### src/rtl/pwm_seq_pkg.sv
// Shared types and defaults for the switching-pattern ROM sequencer.
package pwm_seq_pkg;

  localparam int ADDR_W_DEF = 16;
  localparam int DATA_W_DEF = 4;

  typedef logic [1:0] state_t;

  localparam state_t ST_IDLE  = 2'd0;
  localparam state_t ST_RUN   = 2'd1;
  localparam state_t ST_DRAIN = 2'd2;
  localparam state_t ST_FAULT = 2'd3;

  // ROM is read only while the sequencer is walking addresses.
  function automatic logic is_active(input state_t s);
    return (s == ST_RUN) || (s == ST_DRAIN);
  endfunction

endpackage

### src/rtl/phase_accum.sv
// Phase accumulator: holds the step/period settings for the current period and
// computes the next ROM address modulo (last+1), flagging each wrap.
module phase_accum #(
  parameter int ADDR_W = 16
) (
  input  logic              clk,
  input  logic              rst_n,
  input  logic              load,
  input  logic              advance,
  input  logic [ADDR_W-1:0] step,
  input  logic [ADDR_W-1:0] last_addr,
  input  logic [ADDR_W-1:0] addr,
  output logic [ADDR_W-1:0] next_addr,
  output logic              wrap
);

  logic [ADDR_W-1:0] step_q, step_d;
  logic [ADDR_W-1:0] last_q, last_d;
  logic [ADDR_W:0]   period;
  logic [ADDR_W:0]   step_eff;
  logic [ADDR_W:0]   sum;

  always_comb begin
    // NOTE: every signal written here gets a value before any branch, so no latch is inferred.
    step_d = step_q;
    last_d = last_q;

    // One extra bit so last = all-ones still yields a correct period of 2**ADDR_W.
    period = {1'b0, last_q} + {{ADDR_W{1'b0}}, 1'b1};

    if (step_q == '0) begin
      step_eff = {{ADDR_W{1'b0}}, 1'b1};
    end else if ({1'b0, step_q} > period) begin
      step_eff = period;
    end else begin
      step_eff = {1'b0, step_q};
    end

    sum  = {1'b0, addr} + step_eff;
    wrap = sum > {1'b0, last_q};
    // The wrapped result always fits in ADDR_W bits, so modular subtraction is exact.
    next_addr = wrap ? (sum[ADDR_W-1:0] - period[ADDR_W-1:0]) : sum[ADDR_W-1:0];

    // New settings only take hold at a period boundary, keeping frequency changes glitch-free.
    if (load || (advance && wrap)) begin
      step_d = step;
      last_d = last_addr;
    end
  end

  always_ff @(posedge clk) begin
    // NOTE: state registers use non-blocking assignment so all flops update from pre-edge values.
    if (!rst_n) begin
      step_q <= '0;
      last_q <= '0;
    end else begin
      step_q <= step_d;
      last_q <= last_d;
    end
  end

endmodule

### src/rtl/rom_pwm_sequencer.sv
// Address sequencer for the 3x4-bit switching-pattern ROM: run/drain/fault control,
// ROM enable, and re-timing of ROM words onto the gate outputs.
module rom_pwm_sequencer
  import pwm_seq_pkg::*;
#(
  parameter int ADDR_W  = ADDR_W_DEF,
  parameter int DATA_W  = DATA_W_DEF,
  parameter int ROM_LAT = 1
) (
  input  logic              clk,
  input  logic              rst_n,
  input  logic              start,
  input  logic              stop,
  input  logic              fault,
  input  logic [ADDR_W-1:0] step,
  input  logic [ADDR_W-1:0] last_addr,
  output logic              rom_en,
  output logic [ADDR_W-1:0] rom_addr,
  input  logic [DATA_W-1:0] rom_out1,
  input  logic [DATA_W-1:0] rom_out2,
  input  logic [DATA_W-1:0] rom_out3,
  output logic [DATA_W-1:0] gate1,
  output logic [DATA_W-1:0] gate2,
  output logic [DATA_W-1:0] gate3,
  output logic              gate_valid,
  output logic              period_tick,
  output logic              busy,
  output logic              fault_lat
);

  state_t            state_q, state_d;
  logic [ADDR_W-1:0] rom_addr_q, rom_addr_d;
  logic              tick_q, tick_d;
  logic [ROM_LAT:0]  vld_q, vld_d;
  logic [DATA_W-1:0] gate1_q, gate1_d;
  logic [DATA_W-1:0] gate2_q, gate2_d;
  logic [DATA_W-1:0] gate3_q, gate3_d;

  logic              load;
  logic              advance;
  logic [ADDR_W-1:0] next_addr;
  logic              wrap;

  phase_accum #(
    .ADDR_W(ADDR_W)
  ) u_accum (
    .clk       (clk),
    .rst_n     (rst_n),
    .load      (load),
    .advance   (advance),
    .step      (step),
    .last_addr (last_addr),
    .addr      (rom_addr_q),
    .next_addr (next_addr),
    .wrap      (wrap)
  );

  assign rom_en = is_active(state_q);

  always_comb begin
    state_d    = state_q;
    rom_addr_d = rom_addr_q;
    load       = 1'b0;
    advance    = 1'b0;

    case (state_q)
      ST_IDLE: begin
        rom_addr_d = '0;
        if (start && !stop) begin
          state_d = ST_RUN;
          load    = 1'b1;
        end
      end
      ST_RUN: begin
        advance    = 1'b1;
        rom_addr_d = next_addr;
        if (stop) begin
          state_d = wrap ? ST_IDLE : ST_DRAIN;
          if (wrap) rom_addr_d = '0;
        end
      end
      ST_DRAIN: begin
        advance    = 1'b1;
        rom_addr_d = next_addr;
        if (wrap) begin
          state_d    = ST_IDLE;
          rom_addr_d = '0;
        end else if (start && !stop) begin
          state_d = ST_RUN;
        end
      end
      ST_FAULT: begin
        rom_addr_d = '0;
        if (!fault && start) state_d = ST_IDLE;
      end
      default: begin
        state_d    = ST_IDLE;
        rom_addr_d = '0;
      end
    endcase

    // Fault overrides everything, including an in-flight wrap.
    if (fault) begin
      state_d    = ST_FAULT;
      rom_addr_d = '0;
      load       = 1'b0;
      advance    = 1'b0;
    end

    tick_d = advance && wrap;

    // Entering FAULT discards whatever ROM words are still in the pipe.
    vld_d = (state_d == ST_FAULT) ? '0 : {vld_q[ROM_LAT-1:0], rom_en};

    gate1_d = vld_d[ROM_LAT] ? rom_out1 : '0;
    gate2_d = vld_d[ROM_LAT] ? rom_out2 : '0;
    gate3_d = vld_d[ROM_LAT] ? rom_out3 : '0;
  end

  always_ff @(posedge clk) begin
    if (!rst_n) begin
      state_q    <= ST_IDLE;
      rom_addr_q <= '0;
      tick_q     <= 1'b0;
      vld_q      <= '0;
      gate1_q    <= '0;
      gate2_q    <= '0;
      gate3_q    <= '0;
    end else begin
      state_q    <= state_d;
      rom_addr_q <= rom_addr_d;
      tick_q     <= tick_d;
      vld_q      <= vld_d;
      gate1_q    <= gate1_d;
      gate2_q    <= gate2_d;
      gate3_q    <= gate3_d;
    end
  end

  assign rom_addr    = rom_addr_q;
  assign period_tick = tick_q;
  assign gate_valid  = vld_q[ROM_LAT];
  assign gate1       = gate1_q;
  assign gate2       = gate2_q;
  assign gate3       = gate3_q;
  assign busy        = (state_q != ST_IDLE);
  assign fault_lat   = (state_q == ST_FAULT);

endmodule
### config.mk
export PLATFORM = sky130hd
export DESIGN_NAME = rom_pwm_sequencer
export DESIGN_NICKNAME = d
export VERILOG_FILES = /design/src/rtl/pwm_seq_pkg.sv /design/src/rtl/phase_accum.sv /design/src/rtl/rom_pwm_sequencer.sv
export SDC_FILE = /design/constraint.sdc
export NUM_CORES = 1
export LEC_CHECK = 0
export CORE_ASPECT_RATIO = 1.1
export CORE_MARGIN = 2
export CORE_UTILIZATION = 50
export DETAILED_ROUTE_END_ITERATION = 10
export PLACE_DENSITY = 0.76
export REMOVE_ABC_BUFFERS = 1
export SETUP_SLACK_MARGIN = 0.05
export SYNTH_ARGS = -nofsm -noshare
export SYNTH_HDL_FRONTEND = slang
export SYNTH_SLANG_ARGS = --single-unit
### constraint.sdc
create_clock -name clk -period 24.6 [get_ports clk]
set_clock_uncertainty 0.2 [all_clocks]
set_input_delay 2.46 -clock clk [delete_from_list [all_inputs] [get_ports clk]]
set_output_delay 2.46 -clock clk [all_outputs]
set_load 0.01 [all_outputs]
==> qor_table.md <==
| Step | Item | Value |
| --- | --- | --- |
| power | Leakage power total | 0.00268 uW |
| worst setup path | Reg-to-reg setup timing slack | 15.72 ns |
| synth | Post-synth ARST share | 0% |
| hold path | Worst hold stages | 2 |
| worst setup path | Critical Path Most Common Cell | sky130_fd_sc_hd__a21o_1 |
| detailed routing | Count of TritonRoute iterations in the first routing pass | 5 |
| worst setup path | Category of the worst setup path capture point | flop |
| clock network | Quantity of gates resized following cts | 0 |
| synth | Largest area contributor in the synthesized netlist | sky130_fd_sc_hd__dfxtp_1 |
| power | Worst vdd rail ir drop | 0.107 mV |
| worst setup path | Required time at the endpoint of the critical path | 24.63 ns |
| die | Number of core rows | 39 |
| detailed routing | Number of nets still failing antenna checks after routing | 0 |
| worst setup path | Nature of the critical path startpoint | flop |
| clock network | Number of buffers on the longest clock path | 2 |
| status | Outcome | finished, final reports clean |
| sta | Fmax | 113 MHz |
| synth | Top area cells in the synthesized netlist | sky130_fd_sc_hd__dfxtp_1 25%, sky130_fd_sc_hd__ha_1 17%, sky130_fd_sc_hd__mux2i_1 6.5% |
| final layout | Net count of the finished layout | 792 |
| clock network | H-tree depth reported by CTS | 3 |
| sta | Total Negative Setup Slacks | 0 ns |
| sta | Max-slew violation count | 0 |
| grt | Global-route total usage across every layer | 24.8% |
| final layout | Post-layout instance count excluding filler cells | 800 |
| die | I/O Pins | 82 |
| clock network | Number of hold buffers added after CTS | 0 |
| synth | Post-Synthesis Cell Area | 5200 um2 |
| final layout | Filler cell count in the final layout | 866 |
| synth | Unique cell type count in the Yosys netlist | 61 |
| die | Effective utilization at floorplan | 50.7% |
| detailed routing | WL/cell | 16.6 um |
| worst setup path | Cell depth of the worst flop-to-flop path | 33 |
| worst setup path | Data arrival time of the worst path | 8.91 ns |
| synth | Number of flip-flops and latches in the synthesized netlist | 65 |
| sta | Measured slew at the worst slew-check pin | 1.06 ns |
| final layout | Inserted Diodes | 0 |
| final layout | Most frequent cells in the layout | 81 x sky130_fd_sc_hd__clkdlybuf4s50_1, 69 x sky130_fd_sc_hd__nor2_1, 69 x sky130_fd_sc_hd__ha_1, 65 x sky130_fd_sc_hd__dfxtp_1, 35 x sky130_fd_sc_hd__nor2b_1 |
| job | Max-Cap Viols | 0 |
| worst setup path | Worst setup path category | reg -> reg |
| final layout | P&R area growth vs syn | 23.2% |
| die | Floorplan die width | 101 um |
| detailed routing | Number of DRC markers after the initial detailed-route iteration | 233 |
| synth | Number of standard cells after synthesis | 594 |
| worst setup path | Top cell family by delay on the critical path | compound AO/OA/AOI/OAI gates |
| sta | Finish-stage setup viols | 0 |
| hold path | Hold EP | u_accum.last_q[13] |
| placement | # port buffers | 81 |
| sta | Clock period minus final worst setup slack | 8.88 ns |
| power | Total power divided by cell area | 144 nW/um2 |
| sta | Period utilization | 36.1% |
| placement | Inst Count DP | 784 |
| synth | Sequential fraction of the synthesis area | 25.0% |
| final layout | Multi-input logic area | 3690 um2 |
| die | CORE AREA | 10200 um2 |
| detailed routing | Residual DRC | 0 |
| final layout | Most common cell after layout, fill and taps aside | sky130_fd_sc_hd__clkdlybuf4s50_1 |
| grt | Via count of the first global-routing pass | 4739 |
| grt | Overflow left after global routing | 0 |
| clock network | Number of setup buffers added after CTS | 0 |
| final layout | Share of cells above drive strength 1 | 6.79% |
| synth | Fraction of post-synthesis cell area in the top cell type by area | 25.0% |
| hold path | Class of the worst hold path | reg -> reg |
| clock network | TritonCTS clock tree | done |
| grt | First-pass GRT wire length | 22100 um |
| die | Vertical die dimension | 111 um |
| sta | Final Hold Vio Count | 0 |
| detailed routing | Detail-routed via count per cell | 5.76 |
| worst setup path | Critical Path Max Stage Delay | 0.66 ns |
| clock network | Clock tree sinks | 65 |
| synth | Dominant synthesized flop cell | sky130_fd_sc_hd__dfxtp_1 |
| clock network | Clock latency on the worst-skew pair | 0.34 ns |
| worst setup path | Highest net fanout along the worst path | 32 |
| grt | Maximum number of pins on one net before global-route repair | 39 |
| synth | Post-synth EDFFs | 0 |
| clock network | Total clock buffers created by CTS | 9 |
| die | Die footprint | 11200 um2 |
| hold path | Min-delay src | u_accum.last_q[13] |
| detailed routing | Count of vias placed by the detailed router | 4611 |
| detailed routing | Drt total wl | 13300 um |
| clock network | Clock root buffer master | sky130_fd_sc_hd__clkbuf_16 |
| worst setup path | Origin of the critical flop-to-flop path | u_accum.last_q[0] |
| grt | Initial antenna violation count | 0 |
| synth | Avg Cell Area, Syn | 8.75 um2 |
| clock network | Clock transition time at the flip-flop clock pins of the worst setup and hold paths | 0.06 ns |
| synth | Total of warnings raised by yosys | 0 |
| final layout | Flip-flop and latch area | 1300 um2 |
| sta | Worst Hold Margin | 0.324 ns |
| placement | Final estimated routing congestion in global placement | 0.872 |
| worst setup path | Worst Path Buf+Inv | 1 |
| worst setup path | Worst-path cell with the longest stage delay | sky130_fd_sc_hd__o211ai_2 |
| sta | Unrepaired setup endpoints after global routing | no |
| placement | HPWL after DPL | 10500 um |
| sta | Worst rel slew slack | 29.2% |
| worst setup path | Reg-to-reg critical path endpoint | u_accum.step_q[6] |
-- synthesized netlist by cell type (all sizes together), types with 3 or more instances --
library cell,number
a21o,23
o21a,8
mux2i,34
nand3,11
a21oi,28
a22oi,11
xnor2,30
nand4,7
or3,6
nor3,14
nor3b,13
dfxtp,65
a211o,5
nor2b,35
o211ai,3
xor2,5
a211oi,5
nand2,28
mux2,15
o21ai,19
clkbuf,10
nor4,7
buf,6
inv,32
ha,69
nor2,70
-- state kept, by name (all words and copies together), names as in the netlist, 2 cells and up --
signal / flops
gate2: 4
state_q: 2
gate3: 4
u_accum.last_q: 16
rom_addr: 16
u_accum.step_q: 16
gate1: 4
vld_q: 2
-- area by class of cell --
type,instances,share of cell area (%)
clock buffer,11,3.94
clock inverter,5,0.996
inverter,32,1.87
multi-input combinational,481,57.6
sequential,65,20.3
tap,123,2.40
timing repair buffer,83,12.9
-- how the worst max path moves through the flow --
stage | start | end | slack, ns | cells past startpoint
6_report | u_accum.last_q[0] | u_accum.step_q[6] | 15.72 | 33
5_1_grt | u_accum.last_q[0] | u_accum.step_q[6] | 15.18 | 34
4_1_cts | u_accum.last_q[0] | u_accum.step_q[6] | 15.79 | 34
3_5_place_dp | u_accum.last_q[0] | u_accum.last_q[2] | 15.87 | 34
3_3_place_gp | u_accum.last_q[0] | gate2[0] | 16.24 | 33
2_1_floorplan | u_accum.last_q[0] | u_accum.last_q[0] | 15.94 | 34
-- metal layers --
layer	routed length, um	vias up	track usage [%]
met5	0	-	0
met1	5310	2110	26.5
met3	745	48	6.94
met2	6390	158	41.9
li1	-	2295	-
met4	818	0	15.9
-- where the power goes --
group	switching (uW)	internal (uW)
registers	14.6	123
clock network	50.2	84.4
logic	359	289
total	424	497
-- metrics by stage --
| step | cell area, um2 | worst slack [ns] | power, uW | util [%] |
|---|---|---|---|---|
| floorplan | 5100 | 15.94 | 630 | - |
| global placement | 6090 | 16.24 | 755 | 59.5 |
| detailed placement | 6090 | 15.87 | 776 | 59.5 |
| CTS | 6410 | 15.79 | 920 | 62.5 |
| global route | 6410 | 15.18 | 1000 | 62.5 |
| finish | 6410 | 15.72 | 921 | 62.5 |
-- worst register-to-register path, delay by kind of cell (launching register included) --
kind | cells | cell delay [ns]
DFF | 1 | 0.42
muxes | 2 | 0.77
buffers and inverters | 1 | 0.45
AOI/OAI and AO/OA | 16 | 3.82
xor gates and xnor gates | 2 | 0.35
adders and majority gates | 4 | 1.15
and+or+nand+nor | 8 | 1.62
-- cells by family after synthesis --
logic type	synth area share, %
AOI/OAI and AO/OA	17.7
xor gates and xnor gates	5.90
adders and majority gates	17.4
buffers and inverters	4.14
DFF	25.0
muxes	9.79
and+or+nand+nor	20.0
No activity file was read; power rests on OpenSTA's default activity.
